## src/rtl/attopu_pkg.sv

```systemverilog
// attopu_pkg
//   Shared encodings for the attopu multi-cycle control unit: opcodes,
//   controller states, PC-select and write-back source codes, and ALU
//   function codes.
package attopu_pkg;

  // Opcodes live in the top three bits of every instruction
  localparam logic [2:0] OP_ALU     = 3'b000;
  localparam logic [2:0] OP_LDI     = 3'b001;
  localparam logic [2:0] OP_JMP     = 3'b010;
  localparam logic [2:0] OP_LD      = 3'b011;
  localparam logic [2:0] OP_HALT    = 3'b100;
  localparam logic [2:0] OP_ST      = 3'b101;
  localparam logic [2:0] OP_BRZ_REL = 3'b110;
  localparam logic [2:0] OP_BRZ_REG = 3'b111;

  typedef enum logic [2:0] {
    S_IDLE,
    S_FETCH,
    S_DECODE,
    S_EXEC,
    S_MEM,
    S_HALT
  } state_t;

  // pc_sel encodings
  localparam logic [1:0] PC_INC = 2'b00;
  localparam logic [1:0] PC_REL = 2'b01;
  localparam logic [1:0] PC_REG = 2'b10;
  localparam logic [1:0] PC_ABS = 2'b11;

  // reg_src encodings
  localparam logic [1:0] SRC_ALU = 2'b00;
  localparam logic [1:0] SRC_IMM = 2'b01;
  localparam logic [1:0] SRC_MEM = 2'b10;

  typedef enum logic [1:0] {
    ALU_ADD = 2'd0,
    ALU_SUB = 2'd1,
    ALU_AND = 2'd2,
    ALU_OR  = 2'd3
  } alu_fn_t;

endpackage

```

## src/rtl/ir_field_extract.sv

```systemverilog
// ir_field_extract
//   Purely combinational slicing of the instruction register into opcode,
//   register indices and the extended immediate.
// Ports:
//   ir   in   DATA_W  latched instruction
//   op   out  3       opcode
//   rd   out  REG_W   destination register index
//   rs1  out  REG_W   first source register index
//   rs2  out  REG_W   second source register index
//   imm  out  DATA_W  immediate, sign-extended for BRZ rel, zero-extended otherwise
module ir_field_extract
  import attopu_pkg::*;
#(
  parameter int DATA_W = 16,
  parameter int REG_W  = 2
) (
  input  logic [DATA_W-1:0] ir,
  output logic [2:0]        op,
  output logic [REG_W-1:0]  rd,
  output logic [REG_W-1:0]  rs1,
  output logic [REG_W-1:0]  rs2,
  output logic [DATA_W-1:0] imm
);

  localparam int IMM_W = DATA_W - 3;

  logic [IMM_W-1:0] imm_field;

  assign op        = ir[DATA_W-1 -: 3];
  assign rd        = ir[DATA_W-4 -: REG_W];
  assign rs1       = ir[DATA_W-4-REG_W -: REG_W];
  assign rs2       = ir[DATA_W-4-2*REG_W -: REG_W];
  assign imm_field = ir[IMM_W-1:0];

  // Only the relative branch needs a signed offset; everything else
  // treats the field as an unsigned constant or absolute target.
  assign imm = (op == OP_BRZ_REL) ? {{3{imm_field[IMM_W-1]}}, imm_field}
                                  : {3'b000, imm_field};

endmodule

```

## src/rtl/multicycle_ctrl.sv

```systemverilog
// multicycle_ctrl
//   Multi-cycle control unit for the attopu core. Latches each fetched
//   instruction in an IR and sequences IDLE/FETCH/DECODE/EXEC/MEM/HALT,
//   driving the regfile, ALU and PC strobes plus memory handshakes.
// Ports:
//   clk, rst_n             clock (rising edge), async active-low reset
//   imem_req/ack/rdata     instruction fetch handshake
//   dmem_req/we/ack        data access handshake (we valid while req)
//   zflag                  ALU zero flag, sampled in DECODE
//   pc_we, pc_sel          PC update strobe and next-PC source
//   imm, rd, rs1, rs2      IR fields
//   reg_we, reg_src        regfile write strobe and write-back source
//   alu_fn                 ALU function
//   halted                 core stopped after HALT
module multicycle_ctrl
  import attopu_pkg::*;
#(
  parameter int DATA_W = 16,
  parameter int REG_W  = 2,
  parameter int ALUF_W = 2
) (
  input  logic              clk,
  input  logic              rst_n,
  output logic              imem_req,
  input  logic              imem_ack,
  input  logic [DATA_W-1:0] imem_rdata,
  output logic              dmem_req,
  output logic              dmem_we,
  input  logic              dmem_ack,
  input  logic              zflag,
  output logic              pc_we,
  output logic [1:0]        pc_sel,
  output logic [DATA_W-1:0] imm,
  output logic [REG_W-1:0]  rd,
  output logic [REG_W-1:0]  rs1,
  output logic [REG_W-1:0]  rs2,
  output logic              reg_we,
  output logic [1:0]        reg_src,
  output logic [ALUF_W-1:0] alu_fn,
  output logic              halted
);

  state_t            state;
  state_t            state_nx;
  logic [DATA_W-1:0] ir;
  logic              zf_q;
  logic [2:0]        op;

  ir_field_extract #(
    .DATA_W(DATA_W),
    .REG_W (REG_W)
  ) u_fields (
    .ir (ir),
    .op (op),
    .rd (rd),
    .rs1(rs1),
    .rs2(rs2),
    .imm(imm)
  );

  // IR only loads on a completed fetch handshake, and the zero flag is
  // captured in DECODE so a flag change during EXEC cannot alter a branch.
  always_ff @(posedge clk or negedge rst_n) begin
    if (!rst_n) begin
      state <= S_IDLE;
      ir    <= '0;
      zf_q  <= 1'b0;
    end else begin
      state <= state_nx;
      if (state == S_FETCH && imem_ack) begin
        ir <= imem_rdata;
      end
      if (state == S_DECODE) begin
        zf_q <= zflag;
      end
    end
  end

  // Next-state and strobe decode. The MEM completion strobes follow
  // dmem_ack in the same cycle because load data is only valid while the
  // ack is high, and this keeps LD/ST at four cycles with zero-wait memory.
  always_comb begin
    state_nx = state;
    imem_req = 1'b0;
    dmem_req = 1'b0;
    dmem_we  = 1'b0;
    pc_we    = 1'b0;
    pc_sel   = PC_INC;
    reg_we   = 1'b0;
    reg_src  = SRC_ALU;
    alu_fn   = ALUF_W'(ALU_ADD);
    halted   = 1'b0;
    unique case (state)
      S_IDLE: state_nx = S_FETCH;
      S_FETCH: begin
        imem_req = 1'b1;
        if (imem_ack) begin
          state_nx = S_DECODE;
        end
      end
      S_DECODE: state_nx = S_EXEC;
      S_EXEC: begin
        state_nx = S_FETCH;
        case (op)
          OP_ALU: begin
            reg_we  = 1'b1;
            reg_src = SRC_ALU;
            alu_fn  = ir[ALUF_W-1:0];
            pc_we   = 1'b1;
          end
          OP_LDI: begin
            reg_we  = 1'b1;
            reg_src = SRC_IMM;
            pc_we   = 1'b1;
          end
          OP_JMP: begin
            pc_we  = 1'b1;
            pc_sel = PC_ABS;
          end
          OP_BRZ_REL: begin
            pc_we = 1'b1;
            if (zf_q) begin
              pc_sel = PC_REL;
            end
          end
          OP_BRZ_REG: begin
            pc_we = 1'b1;
            if (zf_q) begin
              pc_sel = PC_REG;
            end
          end
          OP_LD, OP_ST: state_nx = S_MEM;
          OP_HALT:      state_nx = S_HALT;
          default:      state_nx = S_FETCH;
        endcase
      end
      S_MEM: begin
        dmem_req = 1'b1;
        dmem_we  = (op == OP_ST);
        if (dmem_ack) begin
          pc_we    = 1'b1;
          state_nx = S_FETCH;
          if (op == OP_LD) begin
            reg_we  = 1'b1;
            reg_src = SRC_MEM;
          end
        end
      end
      S_HALT: halted = 1'b1;
      default: state_nx = S_IDLE;
    endcase
  end

endmodule

```

## config.mk

```make
export PLATFORM = sky130hd
export DESIGN_NAME = multicycle_ctrl
export DESIGN_NICKNAME = d
export VERILOG_FILES = /design/src/rtl/attopu_pkg.sv /design/src/rtl/ir_field_extract.sv /design/src/rtl/multicycle_ctrl.sv
export SDC_FILE = /design/constraint.sdc
export NUM_CORES = 1
export LEC_CHECK = 0
export BUFFER_PORTS_ARGS = -buffer_cell sky130_fd_sc_hd__buf_2
export CORE_UTILIZATION = 49
export CTS_CLUSTER_DIAMETER = 120
export DETAILED_ROUTE_END_ITERATION = 6
export PLACE_DENSITY = 0.92
export SETUP_SLACK_MARGIN = 0.1
export SLEW_MARGIN = 20
export SYNTH_ARGS = -nofsm -noshare
export SYNTH_HDL_FRONTEND = slang
export SYNTH_SLANG_ARGS = --single-unit
export TNS_END_PERCENT = 5
```

## constraint.sdc

```tcl
create_clock -name clk -period 3.26 [get_ports clk]
set_clock_uncertainty 0.1 [all_clocks]
set_input_delay 0.326 -clock clk [delete_from_list [all_inputs] [get_ports clk]]
set_output_delay 0.326 -clock clk [all_outputs]
set_load 0.01 [all_outputs]
```

==> results of run 1 <==
==> layer usage <==
layer  up-vias  global-route usage [%]  share of wire (%)
met5         -                       0                  0
met1       390                    21.8                 45
met4         0                    5.41               0.61
met3         2                    2.68                7.6
met2        48                    28.7                 47
li1        396                       -                  -
==> where the power goes <==
| part | switching, W | internal (W) | leakage [nW] |
|---|---|---|---|
| Combinational | 0.000272 | 0.000336 | 0.449 |
| Clock | 0.0000668 | 0.0000428 | 0.0138 |
| Sequential | 0.000132 | 0.000371 | 0.238 |
==> cell usage after synthesis (2+ instances only) <==
cell type / instances / area [um2]
dfrtp_1: 20 / 500
o21ai_0: 3 / 15.0
and3b_1: 2 / 17.5
inv_1: 4 / 15.0
buf_6: 3 / 33.8
o21ai_1: 5 / 25.0
nand3b_1: 3 / 22.5
nor3b_1: 2 / 15.0
buf_4: 21 / 158
mux2_4: 13 / 195
nor3b_2: 3 / 37.5
nor2_1: 4 / 15.0
nand2_1: 5 / 18.8
==> layout make-up <==
class | count | area (um2)
clock buffer | 3 | 22.5
fill | 194 | 930
sequential | 20 | 500
timing repair buffer | 55 | 280
multi-input combinational | 53 | 472
inverter | 4 | 15.0
tap | 28 | 35.0
==> cells by family after synthesis <==
logic type,count (synthesis)
mux,14
buf+inv,31
simple gates,27
flops,20
compound gates,11
xor+xnor,1
==> final timing paths <==
kind | end | slack, ps
max | alu_fn[0] | 1120
max reg2reg | ir[6] | 1610
min reg2reg | ir[4] | 420
max in group asynchronous | ir[14] | 2350
min in group asynchronous | ir[3] | 410
min | ir[15] | 150
==> cell usage in the layout, fill, tap and decap left out, drive strengths merged <==
cell type | synthesis | layout
buf | 25 | 54
a211o | 1 | 1
clkbuf | 2 | 3
inv | 4 | 4
a21oi | 1 | 1
and3b | 2 | 2
o2111a | 1 | 1
nor3b | 5 | 5
nand2 | 5 | 5
dfrtp | 20 | 20
nand4 | 1 | 1
and4 | 1 | 1
nand2b | 1 | 1
dlygate4sd3 | 0 | 1
mux2 | 14 | 14
xor2 | 1 | 1
o21ai | 8 | 8
or3 | 1 | 1
nor2 | 4 | 4
and4bb | 1 | 1
nand3 | 1 | 1
nor3 | 1 | 1
and3 | 1 | 1
nand3b | 3 | 3
==> through the flow <==
stage                     instances  setup WS (ps)
after detailed placement        159           1440
final                           163           1120
after CTS                       163           1100
after global routing            163           1010
after floorplan                 104           1630
after global placement          159           1510
==> sequential cells by signal, indices dropped and copies added (netlist names) <==
signal / flops
ir: 16
state: 3
zf_q: 1
==> worst max-delay path: stages, from the launching register on <==
cell	delay (ps)
dfrtp_1	470
nand3b_1	240
or3_4	390
nor3b_2	180
buf_2	150
==> what timing repair did <==
item / CTS / global route
hold endpoints to repair: 20 / 0
gates resized for setup: 0 / 0
hold buffers: 1 / 0
==> out/summary.txt, run 1 <==
hpwl dp - 1.55 mm
Synth Area in Simple Gates - 16.1%
final wirelength - 2.12 mm
max cap viols - 0
vias per cell - 5.13
worst hold path class - input port to register
Post-CTS Setup Inserts - 0
Die Area - 2630 um2
RSZ-0062 raised after global routing - no
flops & latches, synth - 20
hold_sp - imem_rdata[15]
worst path required time - 2830 ps
DR DRC count - 0
TNS Setup - 0 ps
cell depth of the worst min-delay path - 3
Congestion Overflow GR - 0
GRT Overall Usage - 16.9%
ys async rst share - 100%
initial antenna violation count - 0
fin crit period - 2140 ps
vias after detailed routing - 836
Synth Flop Type - dfrtp_1
CP Capture Type - primary output
Iter 0 DRT Violations - 12
CTS clk-pin slew, worst paths - 100 ps
core area - 2250 um2
Final Util - 58.8%
worst slew pin tran - 436 ps
CP Class - register to primary output
Final Hold Viols - 0
Rel. slew slack - 70.9%
Worst-Skew Late Latency - 280 ps
Final Slew Violations - 0
Yosys cell types - 29
proportion of layout cells with a drive suffix above 1 - 55.6%
vias in the first global route - 735
TritonCTS buffer count - 3
placed instance area - 1290 um2
Synth Area per Inst - 11.5 um2
Worst R2R Start - state[1]
first-pass GRT wire length - 3.31 mm
CTS Buffer Depth - 2
cell area after layout - 1330 um2
antenna cell count - 0
Synth Area in XOR/XNOR - 0.735%
gpl congestion - 0.805
Static Leak - 0.701 nW
# nets final - 158
drt wl/cell - 13.0 um
mux cell area share after synthesis - 17.3%
Initial Util - 52.9%
PortBufs - 54
Synth Area in Compound Gates - 5.46%
die height - 51.3 um
R2R depth - 2
Syn Nets - 125
status - completed
WP data arrival - 1720 ps
# setup viols final - 0
H-tree levels - 1
largest family of logic cells by synthesized area - buffers and inverters
Warnings, synthesis - 0
Fmax - 467 MHz
site row count - 17
Fin Hold WS - 148 ps
Root Buffer - clkbuf_4
Setup crit start - state[2]
post-synthesis sequential area ratio - 42.0%
post-synthesis adder-cell area fraction - 0%
nature of the critical path startpoint - register
PwrDens - 920 nW/um2
IO Count - 55
Cell Area, Synth - 1190 um2
VDD IR max - 0.449 mV
post-route clock period utilization - 65.8%
Tot Pwr - 0.00122 W
number of flops mapped to enable cells by yosys - 0
largest net degree at the start of global routing - 21
area grow syn2layout - 11.1%
CTS sink count - 20
crit-path max FO - 9
DIE WIDTH - 51.3 um
Routed Antenna Nets - 0
Mapped Cells - 104
1st-pass router iterations - 4
CTS tree - done
Power figures use the tool's default switching activity.
==> run 2, diff against run 1 <==
ABC_AREA = 1   (was default)
CORE_UTILIZATION = 41   (was 49)
PLACE_DENSITY = 0.84   (was 0.92)
clock period = 1.9 ns   (was 3.26 ns; I/O delays follow)
==> out/summary.txt, run 2 <==
status - completed
# setup viols final - 0
max cap viols - 0
PortBufs - 54
Fmax - 581 MHz
worst hold path class - input port to register
H-tree levels - 1
Iter 0 DRT Violations - 10
top area cells in the synthesized netlist - dfrtp_1, nand2_1, buf_4
most common cell in the netlist - nand2_1
nature of the critical path startpoint - register
WP data arrival - 1430 ps
# nets final - 207
final wirelength - 2.21 mm
commonest cells after routing, fill and taps aside - buf_2, nand2_1, nand3_1
crit-path max FO - 18
CTS clk-pin slew, worst paths - 120 ps
proportion of layout cells with a drive suffix above 1 - 37.8%
IO Count - 55
clock power share - 15.8%
fin crit period - 1720 ps
Reg area - 504 um2
flops & latches, synth - 20
Warnings, synthesis - 0
most common cell after layout, fill and taps aside - buf_2
CTS sink count - 20
Static Leak - 0.798 nW
vias in the first global route - 849
TNS Setup - 0 ps
Rel. slew slack - 71.9%
CTS tree - done
FILL cells - 270
GRT Overall Usage - 17.0%
Synth Flop Type - dfrtp_1
placed instance area - 1270 um2
Initial Util - 44.8%
antenna cell count - 0
CP Capture Type - primary output
vias per cell - 4.69
first-pass GRT wire length - 3.62 mm
core area - 2570 um2
vias after detailed routing - 1008
internal power - 0.00125 W
Final Slew Violations - 0
Worst-Skew Late Latency - 300 ps
R2R depth - 7
worst path required time - 1610 ps
Cell Area, Synth - 1150 um2
1st-pass router iterations - 4
Congestion Overflow GR - 0
site row count - 18
CP Class - register to primary output
Final Util - 52.7%
post-synthesis sequential area ratio - 43.5%
Worst R2R Setup Slack - 430 ps
Synth Area per Inst - 7.72 um2
gpl congestion - 0.745
biggest registers after layout - ir x16, state x3, zf_q x1
area grow syn2layout - 17.6%
Logic pwr share - 47.6%
Die Area - 3020 um2
RSZ-0062 raised after global routing - yes
worst slew pin tran - 422 ps
Yosys cell types - 19
DR DRC count - 0
number of flops mapped to enable cells by yosys - 0
switch share - 43.3%
initial antenna violation count - 0
area occupied by multi-input gates - 427 um2
Root Buffer - clkbuf_4
Worst R2R Start - state[1]
Final Hold Viols - 0
switching power total - 0.000953 W
Synth top area share - 43.5%
worst r2r dst - ir[4]
Syn Nets - 170
commonest cells in the netlist - nand2_1, buf_4, nand3_1
largest net degree at the start of global routing - 21
CTS Buffer Depth - 2
Routed Antenna Nets - 0
Tot Pwr - 0.00220 W
Worst Hold Endpoint - ir[15]
TritonCTS buffer count - 3
DIE WIDTH - 55.0 um
Mapped Cells - 149
top cell type by total area after synthesis - dfrtp_1
die height - 55.0 um
max FFs per register - 16
PwrDens - 1630 nW/um2
share of power burned in registers - 36.7%
ys async rst share - 100%
VDD IR max - 0.742 mV
cell area after layout - 1350 um2
drt wl/cell - 10.3 um
post-route clock period utilization - 90.6%
cell depth of the worst min-delay path - 3
hpwl dp - 1.64 mm
hold_sp - imem_rdata[15]
Largest Register - ir
run 2: power groups by stage:
| stage | Combinational [W] | Clock, W | Sequential (W) |
|---|---|---|---|
| after floorplan | 0.000963 | 0 | 0.000780 |
| after global placement | 0.000996 | 0 | 0.000810 |
| after detailed placement | 0.00102 | 0 | 0.000811 |
| after CTS | 0.00102 | 0.000353 | 0.000811 |
| after global routing | 0.00120 | 0.000376 | 0.000844 |
| final | 0.00105 | 0.000347 | 0.000806 |
run 2: cells by family after synthesis:
group / count (synthesis) / synth area share (%)
and+or+nand+nor: 88 / 34.1
buffers and inverters: 34 / 19.4
DFF: 20 / 43.5
AOI/OAI and AO/OA: 7 / 3.05
run 2: worst max path at each step:
stage	end	cells after the start	startpoint	slack [ps]
CTS	pc_sel[0]	5	state[0]	140
global route	reg_we	5	state[2]	30
detailed placement	pc_sel[1]	5	state[1]	430
finish	imem_req	5	state[1]	180
floorplan	reg_we	4	state[2]	440
global placement	pc_sel[0]	5	state[1]	480
run 2: layer usage:
metal,track usage (%),share of wire [%]
met4,7.50,0.50
met1,21.9,47
met5,0,0
met3,3.01,5.6
met2,27.9,47
run 2: repair_timing:
item	CTS	global route
gates resized for setup	1	2
endpoints found under the setup margin	2	6
gates cloned	0	0
endpoints found under the hold margin	20	0
hold buffers	1	0
buffers inserted	0	2
run 2: area by class of cell:
class / count / share of cell area (%)
Sequential cell: 20 / 37.3
Multi-Input combinational cell: 95 / 31.5
Timing Repair Buffer: 57 / 21.8
Tap cell: 30 / 2.78
Inverter: 9 / 2.68
Clock inverter: 1 / 2.22
Clock buffer: 3 / 1.67
run 2: through the flow:
stage | cells | setup WS [ps] | hold WS, ps
after floorplan | 149 | 435 | -206
after global placement | 208 | 481 | 54.5
after detailed placement | 208 | 425 | 52.6
after CTS | 213 | 137 | 2.83
after global routing | 215 | 31.5 | 4.12
final | 215 | 179 | 10.9
run 2: critical path: stages (launching register included):
cell and delay (ps):
dfrtp_2 450, buf_4 150, nor2_4 120, nand2_2 80, inv_4 170, buf_2 170
